==> src/rtl/sldu_p2_slide_seq_pkg.sv <==
// ----------------------------------------------------------------------------
// sldu_p2_slide_seq_pkg
// Shared types and helpers for the SLDU power-of-two slide sequencer.
//   - idx_width()     : index width helper (minimum 1 bit)
//   - slide_dir_e     : slide direction (SLIDE_UP / SLIDE_DOWN)
//   - sldu_p2_pass_t  : one pass command {stride, dir, last}
// Optional feature macro used by the sequencer: SLDU_P2_SEQ_PERF_EN
// ----------------------------------------------------------------------------
package sldu_p2_slide_seq_pkg;

   localparam int unsigned NR_LANES_DFLT = 32'd4;
   localparam int unsigned ID_WIDTH_DFLT = 32'd3;

   function automatic int unsigned idx_width(input int unsigned num_idx);
      return (num_idx > 32'd1) ? unsigned'($clog2(num_idx)) : 32'd1;
   endfunction

   // Bytes of one lane-spanning window need this many stride bits.
   localparam int unsigned SEQ_STRIDE_W = idx_width(32'd8 * NR_LANES_DFLT);

   typedef enum logic {
      SLIDE_UP   = 1'b0,
      SLIDE_DOWN = 1'b1
   } slide_dir_e;

   typedef struct packed {
      logic [SEQ_STRIDE_W-1:0] stride;
      slide_dir_e              dir;
      logic                    last;
   } sldu_p2_pass_t;

endpackage

==> src/rtl/sldu_p2_slide_seq_if.sv <==
// ----------------------------------------------------------------------------
// sldu_p2_slide_seq_if
// Request, pass-command and response channels of the slide sequencer.
//   slave  : sequencer view (receives requests, issues passes and responses)
//   master : environment view (requester + datapath + response consumer)
// ----------------------------------------------------------------------------
interface sldu_p2_slide_seq_if #(
   parameter int unsigned StrideW = 32'd5,
   parameter int unsigned IdWidth = 32'd3,
   parameter int unsigned NpW     = 32'd4
) ();
   logic               req_valid_i;
   logic               req_ready_o;
   logic [StrideW-1:0] req_stride_i;
   logic               req_dir_i;
   logic [IdWidth-1:0] req_id_i;
   logic               pass_valid_o;
   logic               pass_ready_i;
   logic [StrideW-1:0] pass_stride_o;
   logic               pass_dir_o;
   logic               pass_last_o;
   logic               pass_done_i;
   logic               rsp_valid_o;
   logic               rsp_ready_i;
   logic [IdWidth-1:0] rsp_id_o;
   logic [NpW-1:0]     rsp_npasses_o;

   modport slave (
      input  req_valid_i, req_stride_i, req_dir_i, req_id_i,
      input  pass_ready_i, pass_done_i, rsp_ready_i,
      output req_ready_o, pass_valid_o, pass_stride_o, pass_dir_o, pass_last_o,
      output rsp_valid_o, rsp_id_o, rsp_npasses_o
   );

   modport master (
      output req_valid_i, req_stride_i, req_dir_i, req_id_i,
      output pass_ready_i, pass_done_i, rsp_ready_i,
      input  req_ready_o, pass_valid_o, pass_stride_o, pass_dir_o, pass_last_o,
      input  rsp_valid_o, rsp_id_o, rsp_npasses_o
   );
endinterface

==> src/rtl/sldu_p2_slide_seq_pass_pick.sv <==
// ----------------------------------------------------------------------------
// sldu_p2_pass_pick (combinational)
// For a remaining-stride vector: one-hot of the lowest set bit, a flag that
// exactly one bit is set, and the population count.
//   vec_i    : remaining stride
//   lsb_o    : lowest set bit, one-hot (zero when vec_i is zero)
//   single_o : vec_i has exactly one set bit
//   cnt_o    : number of set bits
// ----------------------------------------------------------------------------
module sldu_p2_pass_pick #(
   parameter int unsigned W    = 32'd5,
   parameter int unsigned CntW = 32'd4
) (
   input  logic [W-1:0]    vec_i,
   output logic [W-1:0]    lsb_o,
   output logic            single_o,
   output logic [CntW-1:0] cnt_o
);

   // x & -x isolates the lowest set bit; x & (x-1) clears it.
   always_comb begin
      lsb_o    = vec_i & (~vec_i + W'(1'b1));
      single_o = (vec_i != {W{1'b0}}) && ((vec_i & (vec_i - W'(1'b1))) == {W{1'b0}});
      cnt_o    = {CntW{1'b0}};
      for (int unsigned i = 0; i < W; i++) begin
         cnt_o = cnt_o + CntW'(vec_i[i]);
      end
   end

endmodule

==> src/rtl/sldu_p2_slide_seq.sv <==
// ----------------------------------------------------------------------------
// sldu_p2_slide_seq
// Splits a slide request with an arbitrary byte stride into power-of-two
// passes, lowest set bit first, one pass in flight at a time, then returns
// one response carrying the request tag and the number of passes.
// Ports:
//   clk_i, rst_ni : clock, asynchronous active-low reset
//   flush_i       : abort the current request, no response
//   bus (slave)   : request / pass command / response channels
//   busy_o        : sequencer not idle
// Optional (macro SLDU_P2_SEQ_PERF_EN): perf_passes_o, perf_reqs_o,
//   perf_stall_o wrapping 32-bit event counters.
// All outputs are driven straight from flops.
// ----------------------------------------------------------------------------
module sldu_p2_slide_seq
   import sldu_p2_slide_seq_pkg::*;
#(
   parameter int unsigned NrLanes = NR_LANES_DFLT,
   parameter int unsigned IdWidth = ID_WIDTH_DFLT
) (
   input  logic               clk_i,
   input  logic               rst_ni,
   input  logic               flush_i,
   sldu_p2_slide_seq_if.slave bus,
   output logic               busy_o
`ifdef SLDU_P2_SEQ_PERF_EN
   ,
   output logic [31:0]        perf_passes_o,
   output logic [31:0]        perf_reqs_o,
   output logic [31:0]        perf_stall_o
`endif
);

   localparam int unsigned StrideW = idx_width(32'd8 * NrLanes);
   localparam int unsigned NpW     = idx_width(StrideW) + 32'd1;

   typedef enum logic [1:0] {
      IDLE  = 2'd0,
      ISSUE = 2'd1,
      WAIT  = 2'd2,
      RESP  = 2'd3
   } p2_seq_state_e;

   p2_seq_state_e  state_q, state_d;
   logic [StrideW-1:0] rem_q, rem_d, rem_clr_s;
   logic [IdWidth-1:0] id_q, id_d;
   slide_dir_e     dir_q, dir_d;
   logic [NpW-1:0] npasses_q, npasses_d;
   sldu_p2_pass_t  pass_q, pass_d;
   logic           pass_valid_q, pass_valid_d;
   logic           rsp_valid_q, rsp_valid_d;
   logic           req_ready_q, req_ready_d;
   logic           busy_q, busy_d;
   logic           accept_s;
   logic [StrideW-1:0] lsb_s;
   logic           single_s;
   logic [NpW-1:0] pop_s;

   // Pick logic looks at the next remaining stride so pass outputs can be registered.
   sldu_p2_pass_pick #(.W(StrideW), .CntW(NpW)) i_pick (
      .vec_i    (rem_d),
      .lsb_o    (lsb_s),
      .single_o (single_s),
      .cnt_o    (pop_s)
   );

   assign accept_s  = (state_q == IDLE) && bus.req_valid_i && !flush_i;
   assign rem_clr_s = rem_q & (rem_q - StrideW'(1'b1));

   // Next-state and working-register update; flush overrides every transition.
   always_comb begin
      state_d = state_q;
      rem_d   = rem_q;
      id_d    = id_q;
      dir_d   = dir_q;
      case (state_q)
         IDLE: begin
            if (bus.req_valid_i) begin
               rem_d   = bus.req_stride_i;
               id_d    = bus.req_id_i;
               dir_d   = slide_dir_e'(bus.req_dir_i);
               state_d = (bus.req_stride_i != {StrideW{1'b0}}) ? ISSUE : RESP;
            end else begin
               state_d = IDLE;
            end
         end
         ISSUE: begin
            if (bus.pass_ready_i) begin
               state_d = WAIT;
            end else begin
               state_d = ISSUE;
            end
         end
         WAIT: begin
            if (bus.pass_done_i) begin
               rem_d   = rem_clr_s;
               state_d = (rem_clr_s == {StrideW{1'b0}}) ? RESP : ISSUE;
            end else begin
               state_d = WAIT;
            end
         end
         RESP: begin
            if (bus.rsp_ready_i) begin
               state_d = IDLE;
            end else begin
               state_d = RESP;
            end
         end
         default: begin
            state_d = IDLE;
            rem_d   = {StrideW{1'b0}};
         end
      endcase
      if (flush_i) begin
         state_d = IDLE;
         rem_d   = {StrideW{1'b0}};
      end else begin
         state_d = state_d;
      end
   end

   // Registered output values derived from the next state.
   always_comb begin
      npasses_d    = accept_s ? pop_s : npasses_q;
      pass_valid_d = (state_d == ISSUE);
      rsp_valid_d  = (state_d == RESP);
      req_ready_d  = (state_d == IDLE);
      busy_d       = (state_d != IDLE);
      pass_d.dir   = dir_d;
      if (state_d == ISSUE) begin
         pass_d.stride = lsb_s;
         pass_d.last   = single_s;
      end else begin
         pass_d.stride = {StrideW{1'b0}};
         pass_d.last   = 1'b0;
      end
   end

   // FSM state and all output flops.
   always_ff @(posedge clk_i or negedge rst_ni) begin
      if (!rst_ni) begin
         state_q      <= IDLE;
         rem_q        <= {StrideW{1'b0}};
         id_q         <= {IdWidth{1'b0}};
         dir_q        <= SLIDE_UP;
         npasses_q    <= {NpW{1'b0}};
         pass_q       <= '{stride: {StrideW{1'b0}}, dir: SLIDE_UP, last: 1'b0};
         pass_valid_q <= 1'b0;
         rsp_valid_q  <= 1'b0;
         req_ready_q  <= 1'b1;
         busy_q       <= 1'b0;
      end else begin
         state_q      <= state_d;
         rem_q        <= rem_d;
         id_q         <= id_d;
         dir_q        <= dir_d;
         npasses_q    <= npasses_d;
         pass_q       <= pass_d;
         pass_valid_q <= pass_valid_d;
         rsp_valid_q  <= rsp_valid_d;
         req_ready_q  <= req_ready_d;
         busy_q       <= busy_d;
      end
   end

   assign bus.req_ready_o   = req_ready_q;
   assign bus.pass_valid_o  = pass_valid_q;
   assign bus.pass_stride_o = pass_q.stride;
   assign bus.pass_dir_o    = pass_q.dir;
   assign bus.pass_last_o   = pass_q.last;
   assign bus.rsp_valid_o   = rsp_valid_q;
   assign bus.rsp_id_o      = id_q;
   assign bus.rsp_npasses_o = npasses_q;
   assign busy_o            = busy_q;

`ifdef SLDU_P2_SEQ_PERF_EN
   logic [31:0] perf_passes_q, perf_passes_d;
   logic [31:0] perf_reqs_q, perf_reqs_d;
   logic [31:0] perf_stall_q, perf_stall_d;

   // Event counters wrap naturally at 2^32.
   always_comb begin
      perf_passes_d = perf_passes_q + ((pass_valid_q && bus.pass_ready_i) ? 32'd1 : 32'd0);
      perf_reqs_d   = perf_reqs_q + ((rsp_valid_q && bus.rsp_ready_i) ? 32'd1 : 32'd0);
      perf_stall_d  = perf_stall_q + ((state_q == ISSUE && !bus.pass_ready_i) ? 32'd1 : 32'd0);
   end

   // Performance counter flops.
   always_ff @(posedge clk_i or negedge rst_ni) begin
      if (!rst_ni) begin
         perf_passes_q <= 32'd0;
         perf_reqs_q   <= 32'd0;
         perf_stall_q  <= 32'd0;
      end else begin
         perf_passes_q <= perf_passes_d;
         perf_reqs_q   <= perf_reqs_d;
         perf_stall_q  <= perf_stall_d;
      end
   end

   assign perf_passes_o = perf_passes_q;
   assign perf_reqs_o   = perf_reqs_q;
   assign perf_stall_o  = perf_stall_q;
`endif

endmodule

==> src/flat_wrapper.sv <==
// flat-port wrapper written by rule: the top's interface ports become plain ports
module sldu_p2_slide_seq_flat import sldu_p2_slide_seq_pkg::*;
#(
   parameter int unsigned NrLanes = NR_LANES_DFLT,
   parameter int unsigned IdWidth = ID_WIDTH_DFLT
)
  (clk_i, rst_ni, flush_i, busy_o, bus_req_valid_i, bus_req_stride_i, bus_req_dir_i, bus_req_id_i, bus_pass_ready_i, bus_pass_done_i, bus_rsp_ready_i, bus_req_ready_o, bus_pass_valid_o, bus_pass_stride_o, bus_pass_dir_o, bus_pass_last_o, bus_rsp_valid_o, bus_rsp_id_o, bus_rsp_npasses_o);
  sldu_p2_slide_seq_if #(.StrideW(5), .IdWidth(IdWidth), .NpW(4)) bus_i ();
  input  logic clk_i;
  input  logic rst_ni;
  input  logic flush_i;
  output logic busy_o;
  input wire logic [$bits(bus_i.req_valid_i)-1:0] bus_req_valid_i;
  input wire logic [$bits(bus_i.req_stride_i)-1:0] bus_req_stride_i;
  input wire logic [$bits(bus_i.req_dir_i)-1:0] bus_req_dir_i;
  input wire logic [$bits(bus_i.req_id_i)-1:0] bus_req_id_i;
  input wire logic [$bits(bus_i.pass_ready_i)-1:0] bus_pass_ready_i;
  input wire logic [$bits(bus_i.pass_done_i)-1:0] bus_pass_done_i;
  input wire logic [$bits(bus_i.rsp_ready_i)-1:0] bus_rsp_ready_i;
  output wire logic [$bits(bus_i.req_ready_o)-1:0] bus_req_ready_o;
  output wire logic [$bits(bus_i.pass_valid_o)-1:0] bus_pass_valid_o;
  output wire logic [$bits(bus_i.pass_stride_o)-1:0] bus_pass_stride_o;
  output wire logic [$bits(bus_i.pass_dir_o)-1:0] bus_pass_dir_o;
  output wire logic [$bits(bus_i.pass_last_o)-1:0] bus_pass_last_o;
  output wire logic [$bits(bus_i.rsp_valid_o)-1:0] bus_rsp_valid_o;
  output wire logic [$bits(bus_i.rsp_id_o)-1:0] bus_rsp_id_o;
  output wire logic [$bits(bus_i.rsp_npasses_o)-1:0] bus_rsp_npasses_o;
  assign bus_i.req_valid_i = bus_req_valid_i;
  assign bus_i.req_stride_i = bus_req_stride_i;
  assign bus_i.req_dir_i = bus_req_dir_i;
  assign bus_i.req_id_i = bus_req_id_i;
  assign bus_i.pass_ready_i = bus_pass_ready_i;
  assign bus_i.pass_done_i = bus_pass_done_i;
  assign bus_i.rsp_ready_i = bus_rsp_ready_i;
  assign bus_req_ready_o = bus_i.req_ready_o;
  assign bus_pass_valid_o = bus_i.pass_valid_o;
  assign bus_pass_stride_o = bus_i.pass_stride_o;
  assign bus_pass_dir_o = bus_i.pass_dir_o;
  assign bus_pass_last_o = bus_i.pass_last_o;
  assign bus_rsp_valid_o = bus_i.rsp_valid_o;
  assign bus_rsp_id_o = bus_i.rsp_id_o;
  assign bus_rsp_npasses_o = bus_i.rsp_npasses_o;
  sldu_p2_slide_seq #(.NrLanes(NrLanes), .IdWidth(IdWidth)) u_core (.clk_i(clk_i), .rst_ni(rst_ni), .flush_i(flush_i), .bus(bus_i), .busy_o(busy_o));
endmodule
==> config.mk <==
export PLATFORM = sky130hd
export DESIGN_NAME = sldu_p2_slide_seq_flat
export DESIGN_NICKNAME = d
export VERILOG_FILES = /design/src/rtl/sldu_p2_slide_seq_pkg.sv /design/src/rtl/sldu_p2_slide_seq_if.sv /design/src/rtl/sldu_p2_slide_seq_pass_pick.sv /design/src/rtl/sldu_p2_slide_seq.sv /design/src/flat_wrapper.sv
export SDC_FILE = /design/constraint.sdc
export NUM_CORES = 1
export LEC_CHECK = 0
export BUFFER_PORTS_ARGS = -buffer_cell sky130_fd_sc_hd__buf_2
export CAP_MARGIN = 5
export CORE_ASPECT_RATIO = 1.4
export CORE_MARGIN = 2
export CORE_UTILIZATION = 51
export CTS_CLUSTER_DIAMETER = 60
export CTS_CLUSTER_SIZE = 12
export DETAILED_ROUTE_END_ITERATION = 16
export PLACE_DENSITY_LB_ADDON = 0.08
export SYNTH_ARGS = -nofsm -noshare
export SYNTH_HDL_FRONTEND = slang
export SYNTH_HIERARCHICAL = 1
export SYNTH_SLANG_ARGS = --single-unit
==> constraint.sdc <==
create_clock -name clk_i -period 4.1 [get_ports clk_i]
set_input_delay 0 -clock clk_i [delete_from_list [all_inputs] [get_ports clk_i]]
set_output_delay 0 -clock clk_i [all_outputs]
set_load 0.01 [all_outputs]
==> metrics <==
status finished, final reports clean; GRT overflow 0; Fin. Hold Viols 0; Total GRT Usage 18.75%; antenna violations before repair 0; Final min period 3096 ps; worst path arrival time between 3000 and 4000 ps; post-CTS setup buffer count 0; vias 970; synth unique cells 41; fmax ~320 MHz; Initial DRC Count 18; iteration count of the initial detailed-routing pass 4; Final Setup Violations 0; share of layout cells above drive strength 1 about a third; peak supply drop approximately 0.20 mV; pwr/cell area 344.0 mW/mm^2; Slew HR a little over 50%; CTS Buffer Depth 2; clk sink count 25; Residual DRC 0; post-synthesis cell count approximately 120; DP HPWL 1862 microns; CTS tree built; Synth Flop Type dfrtp_1; Post-synth EDFFs 0; leakage dissipation 0.7822 nW; cell mode on critical path fa_1; CP peak stage delay 530 ps; die area ~0.0029 sq mm; Reg clk slew, reported paths around 120 ps; routability cong. about 0.8; crit-path cells nor3b_2 > nand2_1 > a21oi_1 > fa_1 > fa_1 > ha_1 > mux2_2; Netlist Area Pre-Place 0.001280 sq mm; Worst path slowest cell fa_1; num rows 21; commonest non-fill, non-tap cells in the layout buf_2, dfrtp_1, nand2_1; WP data required 4310 ps; I/O pin total 34; core area between 0.002 and 0.0025 sq mm; crit path launch type register; Finished Core Util 64.21%; Post-Route WL 2397 microns; initial cell density of the core between 50% and 60%; Vias/cell about 5; vias in the first global route 961; pin count of the biggest net entering global routing 26; DIE HEIGHT between 60 and 70 microns; Setup CP Type reg2reg; Setup Total Neg Slack 0 ps; max_cap viols 0; flip-flop and latch count after synthesis 25; HP Class in2reg; CP endpoint kind register; Async SR Flop Fraction 100.0%; final worst-path cycle share approximately three quarters; Slew @ Worst Pin between 700 and 800 ps; worst skew pair latency around 310 ps; die width between 40 and 50 microns; commonest non-fill, non-tap cell in the layout buf_2; n_diodes 0; Clock Skews 2.202 ps; area grow syn2layout 19.94%; first-pass GRT wire length 4029 microns; CTS resizes 0; DRT antenna net count 0; # H-tree levels 1; unrepaired setup endpoints after global routing no; Finished Layout Cells around 190; clock buffer count from CTS 3; Inst Count DP between 150 and 200; Slew Limit Fails 0; number of port buffers 33; yosys warns 6; Post-layout nets between 150 and 200; WHS 61.41 ps; crit path max fanout 9; Avg Inst Size Synth ~11 sq um; syn_nets between 100 and 150; DR WL/cell approximately 13 microns; register area share after synthesis between 40% and 50%; Root Driver clkbuf_4
-- logic make-up (layout without fill, tap and decap cells) --
kind of cell             count (synthesis)  in the layout  synth area share [%]
AO/OA/AOI/OAI                           19             19                 11.24
AND/OR/NAND/NOR                         48             48                 20.53
multiplexers                             5              5                 5.278
other                                    1              1                0.2930
adder cells (fa/ha/maj)                  8              8                 8.895
flip-flops                              25             25                 48.97
buffers and inverters                   12             49                 4.789
-- layer usage --
layer  share of wire [%]  track usage [%]
met1                  42            23.99
met5                   0                0
met4                 1.0            8.571
met3                 2.9            1.719
met2                  54            30.73
-- area by class of cell --
type                    instances  area [sq um]
fillers                       208         855.8
flip-flops and latches         25         626.9
multi-input cells              81         591.8
repair buffers                 39         225.2
well taps                      34         42.54
clock buffers                   4         26.28
inverters                       6         22.52
-- path summary, 6_finish.rpt --
check | slack (ps) | startpoint | depth (start not counted) | end
setup / recovery | 1000 | u_core/state_q[0] | 7 | u_core/bus.rsp_npasses_o[1]
hold / removal | 60 | bus_req_stride_i[4] | 3 | u_core/rem_q[4]
setup reg to reg | 1000 | u_core/state_q[0] | 7 | u_core/bus.rsp_npasses_o[1]
hold reg to reg | 480 | u_core/bus.pass_dir_o | 2 | u_core/bus.pass_dir_o
max in group asynchronous | 3540 | rst_ni | 2 | u_core/bus.req_ready_o
min in group asynchronous | 200 | rst_ni | 2 | u_core/state_q[1]
-- what timing repair did --
item                                   CTS  global route
hold buffers                             6             0
setup endpoints to repair                0             0
endpoints found under the hold margin   30             0
-- critical path, delay by kind of cell (launching register included) --
kind	cells	cell delay [ps]
muxes	1	260
DFF	1	510
and+or+nand+nor	2	580
adders and majority gates	3	1170
AOI/OAI and AO/OA	1	480
-- registers in the layout, summed over array words and instances (netlist names) --
signal and flops:
u_core/bus.pass_last_o 1, u_core/bus.pass_dir_o 1, u_core/rem_q 5, u_core/bus.req_ready_o 1, u_core/bus.rsp_valid_o 1, u_core/state_q 2, u_core/bus.pass_stride_o 5, u_core/busy_o 1
u_core/bus.rsp_id_o 3, u_core/bus.rsp_npasses_o 4, u_core/bus.pass_valid_o 1
-- where the power goes --
part           total (W)  switching, W  leakage [nW]  internal [W]
sequential      0.000291     0.0000165         0.328      0.000274
clock           0.000104     0.0000665        0.0150     0.0000380
combinational   0.000133     0.0000710         0.439     0.0000619
-- per-stage QoR --
| stage | total power, W | instance area [sq um] | setup WS, ps |
|---|---|---|---|
| after global routing | 0.0005623 | 1535 | 767.3 |
| final | 0.0005281 | 1535 | 1004 |
| after floorplan | 0.0003797 | 1280 | 1213 |
| after detailed placement | 0.0004259 | 1449 | 996.5 |
| after global placement | 0.0004215 | 1449 | 1071 |
| after CTS | 0.0005375 | 1535 | 973.7 |
-- cells in the mapped netlist, drive strengths merged (2+ instances only) --
master | n | share of area [%]
buf | 4 | 2.4
o21ba | 2 | 1.6
mux2 | 4 | 3.5
clkbuf | 2 | 0.59
nor3b | 7 | 4.5
dfrtp | 24 | 47
a21oi | 6 | 2.3
nor2b | 4 | 2.0
fa | 2 | 3.1
nor2 | 5 | 1.7
nor3 | 3 | 1.2
nand2 | 18 | 5.3
nand3 | 4 | 1.6
ha | 5 | 4.9
inv | 6 | 1.8
No activity file was read; power rests on OpenSTA's default activity.
